==> src/rtl/ff_pkg.sv <==
// Shared mode encodings and the per-channel next-state function for the configurable flip-flop bank.
package ff_pkg;

    localparam int unsigned MODE_W = 2;

    typedef logic [MODE_W-1:0] mode_t;

    localparam mode_t MODE_D  = 2'b00;
    localparam mode_t MODE_T  = 2'b01;
    localparam mode_t MODE_JK = 2'b10;
    localparam mode_t MODE_SR = 2'b11;

    typedef struct packed {
        logic q;
        logic sr_illegal;
    } ff_next_t;

    // Next stored bit for one channel; sr_illegal flags S=R=1 in SR mode.
    function automatic ff_next_t next_state(mode_t mode, logic q, logic a, logic b);
        ff_next_t r;
        r.q          = q;
        r.sr_illegal = 1'b0;
        case (mode)
            MODE_D:  r.q = a;
            MODE_T:  r.q = q ^ a;
            MODE_JK: begin
                case ({a, b})
                    2'b00:   r.q = q;
                    2'b01:   r.q = 1'b0;
                    2'b10:   r.q = 1'b1;
                    default: r.q = ~q;
                endcase
            end
            default: begin
                case ({a, b})
                    2'b00:   r.q = q;
                    2'b01:   r.q = 1'b0;
                    2'b10:   r.q = 1'b1;
                    default: begin
                        r.q          = q;
                        r.sr_illegal = 1'b1;
                    end
                endcase
            end
        endcase
        return r;
    endfunction

endpackage

==> src/rtl/ff_cell.sv <==
// One channel of the bank: a mode register and a stored bit, updated together on each enabled edge.
module ff_cell
    import ff_pkg::*;
#(
    parameter mode_t RESET_MODE = MODE_D
) (
    input  logic  clk,
    input  logic  reset,
    input  logic  en,
    input  logic  a,
    input  logic  b,
    input  logic  mode_we,
    input  mode_t mode_wdata,
    output logic  q,
    output logic  q_next_c,
    output logic  err_pulse_c
);

    mode_t    mode_q, mode_d;
    logic     q_q, q_d;
    ff_next_t nxt;

    // The same-edge update always sees the mode held before this edge.
    always_comb begin
        nxt         = next_state(mode_q, q_q, a, b);
        q_d         = q_q;
        mode_d      = mode_q;
        err_pulse_c = 1'b0;
        if (en) begin
            q_d         = nxt.q;
            err_pulse_c = nxt.sr_illegal;
        end
        if (mode_we) begin
            mode_d = mode_wdata;
        end
    end

    always_ff @(posedge clk or negedge reset) begin
        if (!reset) begin
            mode_q <= RESET_MODE;
            q_q    <= 1'b0;
        end else begin
            mode_q <= mode_d;
            q_q    <= q_d;
        end
    end

    assign q        = q_q;
    assign q_next_c = q_d;

endmodule

==> src/rtl/ff_bank_mux.sv <==
// Bank of run-time configurable D/T/JK/SR flip-flops with a registered tap mux and a sticky SR-illegal flag.
module ff_bank_mux
    import ff_pkg::*;
#(
    parameter int unsigned CHANNELS   = 4,
    parameter int unsigned SEL_W      = $clog2(CHANNELS),
    parameter mode_t       RESET_MODE = MODE_D
) (
    input  logic                clk,
    input  logic                reset,
    input  logic                en,
    input  logic [CHANNELS-1:0] a,
    input  logic [CHANNELS-1:0] b,
    input  logic                cfg_we,
    input  logic [SEL_W-1:0]    cfg_ch,
    input  logic [1:0]          cfg_mode,
    input  logic [SEL_W-1:0]    sel,
    input  logic                clr_err,
    output logic [CHANNELS-1:0] q,
    output logic                T,
    output logic                err
);

    localparam bit INDEX_FULL = ((1 << SEL_W) == CHANNELS);

    logic [CHANNELS-1:0] q_next;
    logic [CHANNELS-1:0] err_pulse;
    logic                cfg_ok;
    logic                sel_ok;
    logic                tap_q, tap_d;
    logic                err_q, err_d;

    // Out-of-range indices can only occur when CHANNELS is not a power of two.
    generate
        if (INDEX_FULL) begin : g_full_idx
            assign cfg_ok = 1'b1;
            assign sel_ok = 1'b1;
        end else begin : g_part_idx
            assign cfg_ok = (32'(cfg_ch) < CHANNELS);
            assign sel_ok = (32'(sel) < CHANNELS);
        end
    endgenerate

    genvar i;
    generate
        for (i = 0; i < CHANNELS; i++) begin : g_ch
            logic mode_we;
            assign mode_we = cfg_we & cfg_ok & (cfg_ch == SEL_W'(i));

            ff_cell #(
                .RESET_MODE (RESET_MODE)
            ) u_cell (
                .clk         (clk),
                .reset       (reset),
                .en          (en),
                .a           (a[i]),
                .b           (b[i]),
                .mode_we     (mode_we),
                .mode_wdata  (mode_t'(cfg_mode)),
                .q           (q[i]),
                .q_next_c    (q_next[i]),
                .err_pulse_c (err_pulse[i])
            );
        end
    endgenerate

    // Tap follows the post-edge state; a new set of err pulses beats a same-edge clear.
    always_comb begin
        tap_d = 1'b0;
        err_d = err_q;
        if (sel_ok) begin
            tap_d = q_next[sel];
        end
        if (clr_err) begin
            err_d = 1'b0;
        end
        if (|err_pulse) begin
            err_d = 1'b1;
        end
    end

    always_ff @(posedge clk or negedge reset) begin
        if (!reset) begin
            tap_q <= 1'b0;
            err_q <= 1'b0;
        end else begin
            tap_q <= tap_d;
            err_q <= err_d;
        end
    end

    assign T   = tap_q;
    assign err = err_q;

endmodule

==> config.mk <==
export PLATFORM = sky130hd
export DESIGN_NAME = ff_bank_mux
export DESIGN_NICKNAME = d
export VERILOG_FILES = /design/src/rtl/ff_pkg.sv /design/src/rtl/ff_cell.sv /design/src/rtl/ff_bank_mux.sv
export SDC_FILE = /design/constraint.sdc
export NUM_CORES = 1
export LEC_CHECK = 0
export CAP_MARGIN = 20
export CORE_UTILIZATION = 52
export CTS_CLUSTER_DIAMETER = 40
export DETAILED_ROUTE_END_ITERATION = 10
export PLACE_DENSITY = 0.95
export SLEW_MARGIN = 20
export SYNTH_ARGS = -nofsm -noshare
export SYNTH_HDL_FRONTEND = slang
export SYNTH_SLANG_ARGS = --single-unit
==> constraint.sdc <==
create_clock -name clk -period 3.4 [get_ports clk]
set_input_delay 0.51 -clock clk [delete_from_list [all_inputs] [get_ports clk]]
set_output_delay 0.51 -clock clk [all_outputs]
set_load 0.1 [all_outputs]
### Word-level counts from Yosys, hierarchy flattened

Cells that the tools add are included.

* flip-flop bits (word level): 14

* bitwise gates (word level): 12
* muxes and demuxes: 32
* equality and inequality tests: 19
* $lt $le $gt $ge: 1
* reductions and logical operators: 19

Operators by type and width (count)
* $pmux W1 S3: 8
* $reduce_or A3 Y1: 8
* $eq A2 B2 Y1 const B: 10
* $mux W1: 19
* $eq A2 B1 Y1 const B: 9
* $logic_not A2 Y1: 9
* $pmux W1 S2: 4
* $and A1 B1 Y1: 4
* $not A1 Y1: 4
* $reduce_or A4 Y1: 1
* $xor A1 B1 Y1: 4
* $lt A2 B3 Y1 const B: 1
* $bmux W1 S2: 1
* $reduce_bool A2 Y1: 1

### Longest topological paths before layout

Gate-level depths: netlist of the first run.

* depth after elaboration: 7
* mapped depth: 7
* mapped depth without buffers: 7

### Cells and area by module

A second synthesis of the first run with hierarchy kept.

* cells, all modules: 91
* area total of the unflattened synthesis: 908.4 um2

Modules (own cells, without submodules)
* ff_cell: area an instance 197.7 um2, cells each 20, instances 4
* ff_bank_mux: area an instance 117.6 um2, cells each 11, instances 1

### Worst setup path after synthesis of the first run

Ideal clock, no wire load.

* kind: in2reg
* start: input b[0]
* end: register tap_q, in the netlist T
* data required time: 3.270 ns
* stages on the path: 7
* arrival: 1.405 ns
* slack: 1.865 ns
* library setup time: 0.130 ns
* cells stage by stage: inv_1 ha_1 and3_1 o21ai_1 o31ai_1 nor4_1 nor3_2

* longest elaborated chain between the ends: 6

RTL lines
* start, declared: line ff_bank_mux.sv:13 `input logic [CHANNELS-1:0] b,`
* $eq A2 B2 Y1 (tied with other cells): line ff_pkg.sv:27, ff_pkg.sv:35
* $pmux W1 S3 or $pmux W1 S2 (tied branches): line ff_pkg.sv:27, ff_pkg.sv:35
* $pmux W1 S3 *: line ff_pkg.sv:23 `case (mode)`
* $mux W1 *: line ff_cell.sv:29 `if (en) begin`
* $bmux W1 S2 *: line ff_bank_mux.sv:72 `tap_d = q_next[sel];`
* $mux W1 (not written as such) *: line ff_bank_mux.sv:72
* net tap_d: line ff_bank_mux.sv:30 `logic tap_q, tap_d;`
* end signal, assigned: line ff_bank_mux.sv:87 `tap_q <= tap_d;`
* end, declared: line ff_bank_mux.sv:30

The timed path passes the listed nets; every way through them passes the cells marked *. The select of a mux whose other input is x is not followed.
A chain may end at the register's enable or synchronous reset.

### Worst setup path in the final report of the first run

* start: register g_ch[0].u_cell.q_q
* end: output q[0]

RTL lines
* start, declared: line ff_cell.sv:20 `logic q_q, q_d;`
* start signal, assigned: line ff_cell.sv:44 `q_q <= q_d;`
* end, declared: line ff_bank_mux.sv:19 `output logic [CHANNELS-1:0] q,`

No word-level cell between the ends.

==> results.txt, run 1 <==
The flow ran to the end, and the final reports show no timing, DRC or antenna violations. Dominant cell type by area after synthesis: dfrtp_1. Final hold analysis gives a worst-case slack of 0.531 ns. Input and output buffers added on the ports amount to 24. The post-detailed-route via-to-cell ratio works out to 5.78. The mean routed wirelength per cell came out at 14.3 um.

The average instance in the mapped netlist occupies 10.6 um2. The path class of the tightest hold or removal check is reg -> reg. Once placement completed, the tool counted placed cells totaling 139. The pin count of the biggest net entering global routing is 15, and the summed negative setup slack over all endpoints is 0 ns. The run gives 0 as the final count of hold timing violations.

The worst hold path terminates at err. The sum of buffers and inverters on the critical path came out at 1. The number of buffers on the longest clock path is 2. Net total in the final layout: 146. From synthesis to final layout, the design area changed by 27.9%. Master of the slowest instance on the critical path: clkdlybuf4s50_1. The die height is 45.7 um, and the clock latency at the later pin of the worst-skew pair is 0.28 ns. The number of setup buffers added after CTS is 0. In this design, the stage delay of the slowest critical-path cell is 1.15 ns. The tools report the worst clock skew on the final layout as 0.00470 ns.

The core region is 1760 um2. For the total of cells resized after clock tree synthesis, the log shows 0. The routability-driven placement congestion ratio is 0.792, and the floorplan die width is 45.7 um. The area share of the largest cell type after synthesis is 35.2%. The time the worst path needs with I/O delays and setup works out to 2.33 ns. Measured against its own limit, the worst slew margin works out to 35.6%. The clock net in this run drives a total of 14 sinks. 0 antenna diodes ended up in the layout.

The initialized floorplan defines 15 standard-cell rows. The critical path data arrival time is 1.82 ns, and the total leakage power is 0.523 nW. Setup repair after global routing left no endpoint under its margin. Derived from the worst setup path, the maximum achievable clock frequency is 428 MHz. For the effective utilization at floorplan, the log shows 56.4%. The worst hold path stage count is 2, and the pre-CTS setup slack is 1.24 ns. VDD sags by at most 0.359 mV. The number of fill cells was 148; the count of H-tree levels built during CTS was 1. Dividing the final minimum period by the clock period gives 68.7%. In the final layout, flip-flops and latches occupy 350 um2. For the number of antenna violations at the first check in global routing, the log shows 0. The tree is rooted in a clkbuf_4.

The multi-input combinational cells in the finished layout cover a total of 584 um2. The worst register-to-register path has a depth of 5. The number of nets handed over by synthesis was 121. In the routed design, unresolved DRC markers number 0. The final max-slew violation count was 0. The share of final-layout standard cells stronger than drive strength 1 came out at 16.1%. The tools report the aggregate global routing overflow as 0.

TritonCTS built the clock tree. Walking the worst path, the cells encountered are clkdlybuf4s50_1. The tools report the start point of the worst min-delay path as err.

Clock-pin slew was measured on the worst setup and hold paths at 0.09 ns. The die covers 2090 um2. The HPWL after detailed placement was 1580 um; the required arrival time at the worst endpoint was 2.89 ns. The run gives 0 as the count of endpoints failing setup in the final report. Across all register-to-register paths, the minimum setup slack is 2.03 ns.

Wires add up to 2050 um. For this design the ratio of total power to cell area is 574 nW/um2. The final worst slack is 1.07 ns. STA classifies the critical path startpoint as a flip-flop. The endpoint identified for the worst register-to-register timing path is T.

The run gives 21.2% as the all-layer global routing usage. The wire length of the first global-routing pass was 3080 um; the slew at the pin with the worst max-slew slack was 0.963 ns. Final cell count without fillers: 143. The kind of cell with the highest combined delay along the critical path is buffers and inverters.

Number of cells produced by synthesis: 94. The detail route stage leaves a number of antenna-violating nets equal to 0. In this run the count of I/O pins placed on the die edge is 25. Summing the sequential cell areas from Yosys gives 35.2% of the chip area.

For the number of global-route vias before repair, the log shows 751. The number of distinct library cell variants in the gate-level netlist after synthesis is 39. The worst register-to-register path begins at g_ch[1].u_cell.mode_q[0]. The pre-antenna-repair detailed-routing pass consisted of 4 iterations.

The tools report the DRC violation total after the first TritonRoute iteration as 14. The number of clock buffers inserted by TritonCTS was 3. The endpoint kind of the worst setup timing path is an output port. Along the worst path, the maximum fanout reaches 4. The worst setup path is of the reg -> out kind. The number of buffers inserted for hold repair after clock tree synthesis came out at 0. The vias after detailed routing is 826.

The flip-flop and latch count after synthesis is 14. In the post-synthesis netlist, the biggest area contributors are dfrtp_1 35%, ha_1 10%, mux2_1 6.8%. The summed instance area of the synthesized netlist is 995 um2, and the max capacitance violation total is 0. For this run, the number of Yosys warnings is 0.
-- cell type report --
class / instances / share of cell area (%)
clock buffers: 4 / 2.85
inverters: 8 / 2.36
multi-input cells: 68 / 45.9
flip-flops and latches: 14 / 27.5
well taps: 25 / 2.46
repair buffers: 24 / 18.9
-- state kept, by name (all words and copies together) (netlist names) --
register            count
err                     1
T                       1
g_ch.u_cell.q           4
g_ch.u_cell.mode_q      8
-- layout by cell type (no fill, tap or decap), drive strengths merged, types with 3 or more instances in the layout --
cell / netlist / layout
dfrtp: 14 / 14
mux2: 8 / 8
nor2b: 3 / 3
clkdlybuf4s50: 0 / 24
inv: 8 / 8
clkbuf: 0 / 4
nand3: 6 / 6
o21a: 3 / 3
o211ai: 3 / 3
o21ai: 4 / 4
ha: 8 / 8
nand2: 4 / 4
-- Yosys cell counts (all sizes together) --
cell type / n
nor4: 2
o31ai: 1
nand2b: 1
nand2: 4
nand3: 6
nor3: 1
a41o: 1
ha: 8
and3: 1
or2: 1
dfrtp: 14
o221ai: 2
a22o: 1
a31oi: 2
o22ai: 1
o21a: 3
nor3b: 2
o211ai: 3
a221oi: 1
nand3b: 2
nand4: 2
and2b: 1
o21ai: 4
buf: 4
a21oi: 2
a21boi: 2
a211oi: 1
inv: 8
mux2: 8
a22oi: 2
nor2b: 3
-- metrics by stage --
stage / utilization [%] / power (W) / area, um2
after floorplan: - / 0.000534 / 995
after global placement: 70.1 / 0.000602 / 1240
after detailed placement: 70.1 / 0.000615 / 1240
after CTS: 72.1 / 0.000734 / 1270
after global routing: 72.1 / 0.000768 / 1270
final: 72.1 / 0.000730 / 1270
-- logic make-up after synthesis --
family / synth area share (%)
adders and majority gates: 10.1
and+or+nand+nor: 16.7
muxes: 9.06
DFF: 35.2
AOI/OAI and AO/OA: 22.9
buffers and inverters: 6.04
-- where the power goes --
group	leakage, nW	total, W	internal, W	switching [W]
combinational	0.334	0.000358	0.000118	0.000239
sequential	0.167	0.000254	0.000205	0.0000488
clock	0.0210	0.000119	0.0000651	0.0000535
-- metal layers --
layer | track usage [%] | up-vias | routed length, um | share of wire, %
li1 | - | 399 | - | -
met1 | 25.9 | 408 | 914 | 45
met2 | 37.4 | 17 | 1050 | 51
met3 | 1.19 | 2 | 59 | 2.9
met4 | 10.6 | 0 | 25 | 1.2
met5 | 0 | - | 0 | 0
-- worst max path at each step --
stage,start,end,slack (ns),cells past startpoint
2_1_floorplan,b[0],T,1.86,7
3_3_place_gp,b[0],T,1.31,8
3_5_place_dp,b[0],T,1.24,8
4_1_cts,g_ch[2].u_cell.q,q[2],1.07,1
5_1_grt,g_ch[0].u_cell.q,q[0],1.01,1
6_report,g_ch[0].u_cell.q,q[0],1.07,1
-- tightest hold or removal path: cells and delay by family, from the launching register on --
family,cells,cell delay (ns)
buffers and inverters,1,0.06
flip-flops,1,0.39
AO/OA/AOI/OAI,1,0.05
(Power assumes the default switching activity.)
==> run 2: changes to the inputs <==
--- a/config.mk
+++ b/config.mk
@@ -6,10 +6,10 @@
 export NUM_CORES = 1
 export LEC_CHECK = 0
 export CAP_MARGIN = 20
-export CORE_UTILIZATION = 52
+export CORE_UTILIZATION = 43
 export CTS_CLUSTER_DIAMETER = 40
 export DETAILED_ROUTE_END_ITERATION = 10
-export PLACE_DENSITY = 0.95
+export PLACE_DENSITY = 0.86
 export SLEW_MARGIN = 20
 export SYNTH_ARGS = -nofsm -noshare
 export SYNTH_HDL_FRONTEND = slang
==> constraint.sdc (replaced) <==
create_clock -name clk -period 2 [get_ports clk]
set_input_delay 0.3 -clock clk [delete_from_list [all_inputs] [get_ports clk]]
set_output_delay 0.3 -clock clk [all_outputs]
set_load 0.1 [all_outputs]
==> results.txt, run 2 (synthesis gave the netlist of run 1 again) <==
Clock skew on the completed layout was measured at 0.00633 ns. The floorplan has 17 rows. Leaving out fill and tap cells, the most frequent cells in the layout are 18 x clkdlybuf4s50_1, 14 x dfrtp_1, 8 x ha_1. Summed over all cells, the static leakage comes to 0.522 nW. The largest single stage delay on the critical path is 0.50 ns. In this run, the number of DRC markers left after iteration 0 of detailed routing was 13.

After detailed routing, the total wire length is 2150 um. Data arrives at the worst endpoint at 1.82 ns. The all-layer global routing usage was 19.6%; the highest clock rate was 607 MHz. The worst hold path belongs to the class in -> async. The final reports fail on DRC. The critical path goes through clkdlybuf4s50_1 > inv_1 > ha_1 > and3_1 > o21ai_1 > o31ai_1 > nor4_1 > nor3_2. The cell type group with the largest total delay on the critical path is buffers and inverters.

TritonCTS created 3 clock buffers. Clock-pin slew was measured on the worst setup and hold paths at 0.08 ns. The final critical path takes up 82.3% of the cycle. In this run, post-CTS hold repair placed 0 buffers. The summed negative setup slack over all endpoints is 0 ns, and the count of buffers inserted at the top-level ports is 24. CTS placed an instance of clkbuf_4 at the clock tree root. After detailed routing, the number of vias per cell comes to 5.68. Number of antenna violations at the first check in global routing: 0.

The max capacitance violation total was 0; the final count of hold timing violations was 0. The flow ran to the end, but the final reports show violations. The clock reaches the later pin of the worst-skew pair after 0.28 ns. The logs give 836 for the number of global-route vias before repair and 0 for the count of endpoints failing setup in the final report. After routing the design area is 1250 um2.

Routability-driven placement finished with a final weighted congestion of 0.733. After clock tree synthesis, the repair step resized 0 gates. The clock period could shrink to 1.65 ns.

The worst relative slew slack is 58.4%, and the mean routed wirelength per cell is 14.8 um. The worst setup path is of the in -> reg kind. The die outline area was 2510 um2; the worst vdd rail ir drop was 0.617 mV.

STA classifies the critical path startpoint as an input port. The effective utilization at floorplan is 45.4%, and the layout-stage area growth over the synthesis result is 25.4%. The most common cell after layout, fill and taps aside was clkdlybuf4s50_1. The slew at the pin with the worst max-slew slack was 0.622 ns. The largest fanout on the critical path is 3. The number of diodes added for antenna fixing is 0, and the power per cell area is 952 nW/um2.

STA classifies the critical path endpoint as a flip-flop. TritonCTS built the clock tree. Summing all placed instances gives a cell area of 1220 um2. The count of clock tree sinks is 14, and the number of iterations in the first detailed-routing pass is 9.

The core occupancy in the finished layout is 56.9%, and the HPWL after detailed placement is 1680 um. The aggregate global routing overflow was 0. STA puts the critical path data required time at 2.17 ns. Setup repair after global routing left no endpoint under its margin. The final route contains 823 vias.

In this run the remaining antenna-violating nets after routing total 0. The count of H-tree levels built during CTS came out at 1. The floorplan step defined a core boundary enclosing 2190 um2. The logs give 0 for the number of buffers inserted by post-CTS setup repair and 1 for the number of design rule violations left after detail routing. The die height was 50.1 um; the share of final-layout standard cells stronger than drive strength 1 was 20.5%.

Measured along the x axis, the die boundary spans 50.1 um. The run gives 146 as the net total in the final layout. Entering global routing, the biggest net connects 15 pins.

The final max-slew violation count was 0. The slowest stage of the critical path is the clkdlybuf4s50_1 cell. The number of buffers on the longest clock path was 2.

The register with the most flip-flops in the layout has 8 of them. Ranked by flip-flop count, first place goes to g_ch.u_cell.mode_q. 25 I/O pins were placed.

The sum of buffers and inverters on the critical path was 2. The power after layout was 0.00119 W; the wire length of the first global-routing pass was 3600 um.
[run 2: cell count changes in the layout (fill, tap and decap cells not counted)]
cell             previous run  this run
clkbuf_8                    1         0
buf_4                       0         6
clkdlybuf4s50_1            24        18
[run 2: final cells by class]
type / instances / area [um2]
clock buffers: 3 / 22.5
well taps: 28 / 35.0
flip-flops and latches: 14 / 350
fillers: 198 / 943
repair buffers: 24 / 225
multi-input cells: 68 / 584
inverters: 8 / 30.0
[run 2: final timing paths]
path                                          startpoint                  endpoint  slack (ns)  cells after the start
worst max-delay path                                b[0]                         T        0.35                      8
worst min-delay path                               reset          g_ch[2].u_cell.q        0.40                      1
worst max register to register  g_ch[1].u_cell.mode_q[0]                         T        0.64                      5
worst min register to register                       err                       err        0.53                      2
max in group asynchronous                          reset  g_ch[3].u_cell.mode_q[1]        1.19                      1
min in group clk                                     err                       err        0.53                      2
[run 2: through the flow]
stage	setup slack, ns	instances	hold slack (ns)
final	0.353	145	0.398
after global routing	0.191	145	0.448
after CTS	0.352	145	0.418
after detailed placement	0.0445	142	0.522
after global placement	0.122	142	0.505
after floorplan	0.675	94	0.00441
[run 2: routing by layer]
metal  vias up  global-route usage (%)  wire, um
met5         -                       0         0
met4         0                    11.4        25
met3         2                    2.78        52
met2        21                    35.3      1120
met1       402                    21.4       946
li1        398                       -         -
[run 2: report_power, final]
part / internal (W) / total, W / switching [W]
Clock: 0.0000699 / 0.000158 / 0.0000885
Sequential: 0.000349 / 0.000434 / 0.0000849
Combinational: 0.000188 / 0.000595 / 0.000407
Total: 0.000607 / 0.00119 / 0.000580
[run 2: worst register-to-register path, stage by stage (launching register included)]
cell and delay, ns:
dfrtp_1 0.46, o21a_1 0.23, o221ai_2 0.17, o211ai_2 0.15
nor3b_2 0.19, nor3_2 0.06
==> run 3: changes to the inputs <==
--- a/config.mk
+++ b/config.mk
@@ -6,10 +6,10 @@
 export NUM_CORES = 1
 export LEC_CHECK = 0
 export CAP_MARGIN = 20
-export CORE_UTILIZATION = 43
+export CORE_UTILIZATION = 48
 export CTS_CLUSTER_DIAMETER = 40
 export DETAILED_ROUTE_END_ITERATION = 10
-export PLACE_DENSITY = 0.86
+export PLACE_DENSITY = 0.9
 export SLEW_MARGIN = 20
 export SYNTH_ARGS = -nofsm -noshare
 export SYNTH_HDL_FRONTEND = slang
==> constraint.sdc (replaced) <==
create_clock -name clk -period 1.7 [get_ports clk]
set_input_delay 0.255 -clock clk [delete_from_list [all_inputs] [get_ports clk]]
set_output_delay 0.255 -clock clk [all_outputs]
set_load 0.1 [all_outputs]
==> results.txt, run 3 (synthesis gave the netlist of run 1 again) <==
For the pre-CTS setup slack, the log shows -0.220 ns. Detailed routing inserted a total of 908 vias. The placeable core region came out at 1960 um2. In the finished design, the share of the clock period the worst path needs comes to 92.2%.

The most critical setup path has its startpoint at b[0]. After detailed routing, the average wire length per cell comes to 16.4 um. Worst vdd rail ir drop: 0.678 mV. The clock input transition at the sequential cells of the worst setup and hold paths is 0.10 ns, and the floorplan die width is 47.5 um. Clock skew on the completed layout was measured at 0.0126 ns. The power per cell area is 1140 nW/um2, and the number of rows created at floorplan is 16.

On the final layout, the worst hold slack is 0.251 ns. In this run the static leakage power is 0.608 nW. The number of antenna violations at the first check in global routing was 0.

The run gives 3 as the number of clock buffers inserted by TritonCTS. Cells with a size suffix above 1 make up 28.7% of the layout. The pin count of the biggest net entering global routing is 15, and the aggregate global routing overflow is 0. The die covers 2260 um2. The worst setup path is captured at a flip-flop.

The tools report the final max-slew violation count as 0. For this run, the detailed router's first-pass iteration total came to 4. The fraction of power consumed by sequential logic is 33.0%.

The type of origin of the critical path is an input port. The completed layout was analyzed and its total power is 0.00163 W. The count of endpoints failing setup in the final report was 0.

The layout-stage area growth over the synthesis result works out to 43.1%. Max capacitance violation total: 0. The register with the most flip-flops in the layout has 8 of them. The min-delay analysis places its worst path in the category in -> async. Number of buffers on the longest clock path: 2. Combinational logic is responsible for 51.6% of the overall power. The count of buffers inserted at the top-level ports is 24.

For the finished layout, the period the worst path requires is 1.57 ns. In this run the worst path has a maximum fanout of 2. Net total in the final layout: 157.

The tree is rooted in a clkbuf_4. The routability-driven placement congestion ratio is 0.767, and the required arrival time at the worst endpoint is 1.88 ns. 0 antenna diodes ended up in the layout. The tools report the final count of hold timing violations as 0.

The run finished with clean final reports. The final worst slack was 0.133 ns; the number of cells in the design after placement was 152. More flip-flops sit in one register than any other, and that register is g_ch.u_cell.mode_q. At the end of the flow the core is filled with cells to 72.6%. Measured along the y axis, the die boundary spans 47.5 um.

For the clock network power share, the log shows 15.4%. The count of H-tree levels built during CTS came out at 1. The all-layer global routing usage was 26.0%.

Setup repair after global routing left no endpoint under its margin. The net switching share of the total power was 45.6%. Headroom to the max-slew limit came out at 75.6%.

The logs give 156 for the final cell count without fillers and 0 for the number of buffers inserted for hold repair after clock tree synthesis. The first global-routing pass estimated 3860 um of wire. For the final antenna-violating net count, the log shows 0. The top cell types in the final layout, fill and taps aside, are 18 x clkdlybuf4s50_1, 14 x dfrtp_1, 11 x buf_4. CTS saw 14 sinks. Leaving out fill and tap cells, the most frequent cell in the layout is clkdlybuf4s50_1. TritonCTS built the clock tree.

Wires add up to 2570 um. The critical path data arrival time is 1.75 ns, and the number of fill cells is 131. 25 I/O pins were placed. The clock latency at the later pin of the worst-skew pair came out at 0.29 ns. The logs give 0 for the number of design rule violations left after detail routing and 591 um2 for the area used by multi-input combinational logic.

The worst setup path category is in -> reg. HPWL after detailed placement: 1980 um. The effective utilization at floorplan is 50.7%, and the net switching component of the power is 0.000741 W.

The logs give 350 um2 for the area used by sequential logic in the layout and 638 MHz for the highest clock rate. For the pin with the worst max-slew slack, the measured transition is 0.363 ns. The startpoint identified for the worst register-to-register timing path is g_ch[1].u_cell.mode_q[0]. In this run, the number of DRC markers left after iteration 0 of detailed routing was 15.

In this run the post-CTS setup repair buffer count came out at 0. The internal power of the cells totals 0.000886 W. After detailed routing, the number of vias per cell comes to 5.82. The tools report the number of global-route vias before repair as 894.
-- run 3: cell types whose count changed in the layout (fill, tap and decap cells not counted), sizes merged --
cell	delta
clkbuf	+1
buf	+11
-- run 3: cell type report --
cell class	count	area share [%]
clock buffers	4	2.55
well taps	27	2.37
flip-flops and latches	14	24.6
repair buffers	35	26.9
multi-input cells	68	41.5
inverters	8	2.11
-- run 3: metrics by stage --
stage               TNS [ns]  area, um2
floorplan                  0        995
global route               0       1420
CTS                        0       1420
finish                     0       1420
global placement      -0.124       1380
detailed placement    -0.329       1380
-- run 3: power groups by stage --
stage | Clock, W | Combinational (W) | Sequential [W]
detailed placement | 0 | 0.000835 | 0.000541
CTS | 0.000242 | 0.000839 | 0.000535
global route | 0.000274 | 0.000878 | 0.000546
finish | 0.000251 | 0.000840 | 0.000536
global placement | 0 | 0.000808 | 0.000527
floorplan | 0 | 0.000498 | 0.000571
-- run 3: critical path: stages --
cell	delay [ns]
clkdlybuf4s50_1	0.47
inv_1	0.04
ha_1	0.29
and3_1	0.17
o21ai_1	0.12
o31ai_1	0.11
nor4_2	0.20
nor3_2	0.08
-- run 3: worst paths after layout --
kind                                             to  slack (ns)  depth (start not counted)
setup / recovery                                  T        0.13                          8
hold / removal                                  err        0.25                          2
setup reg to reg                                  T        0.30                          5
hold reg to reg                                 err        0.57                          2
max in group asynchronous  g_ch[3].u_cell.mode_q[1]        1.27                          2
min in group clk                                err        0.51                          2
-- run 3: what timing repair did --
action | in CTS | in global routing
gates resized for setup | 0 | 1
endpoints found under the hold margin | 0 | 0
setup endpoints to repair | 0 | 1
-- run 3: layer usage --
metal  up-vias  wire length (um)  share of wire (%)  global-route usage (%)
li1        428                 -                  -                       -
met5         -                 0                  0                       0
met2        25              1400                 54                    48.2
met3        10                76                3.0                    4.91
met1       445              1020                 40                    27.7
met4         0                68                2.7                    13.1
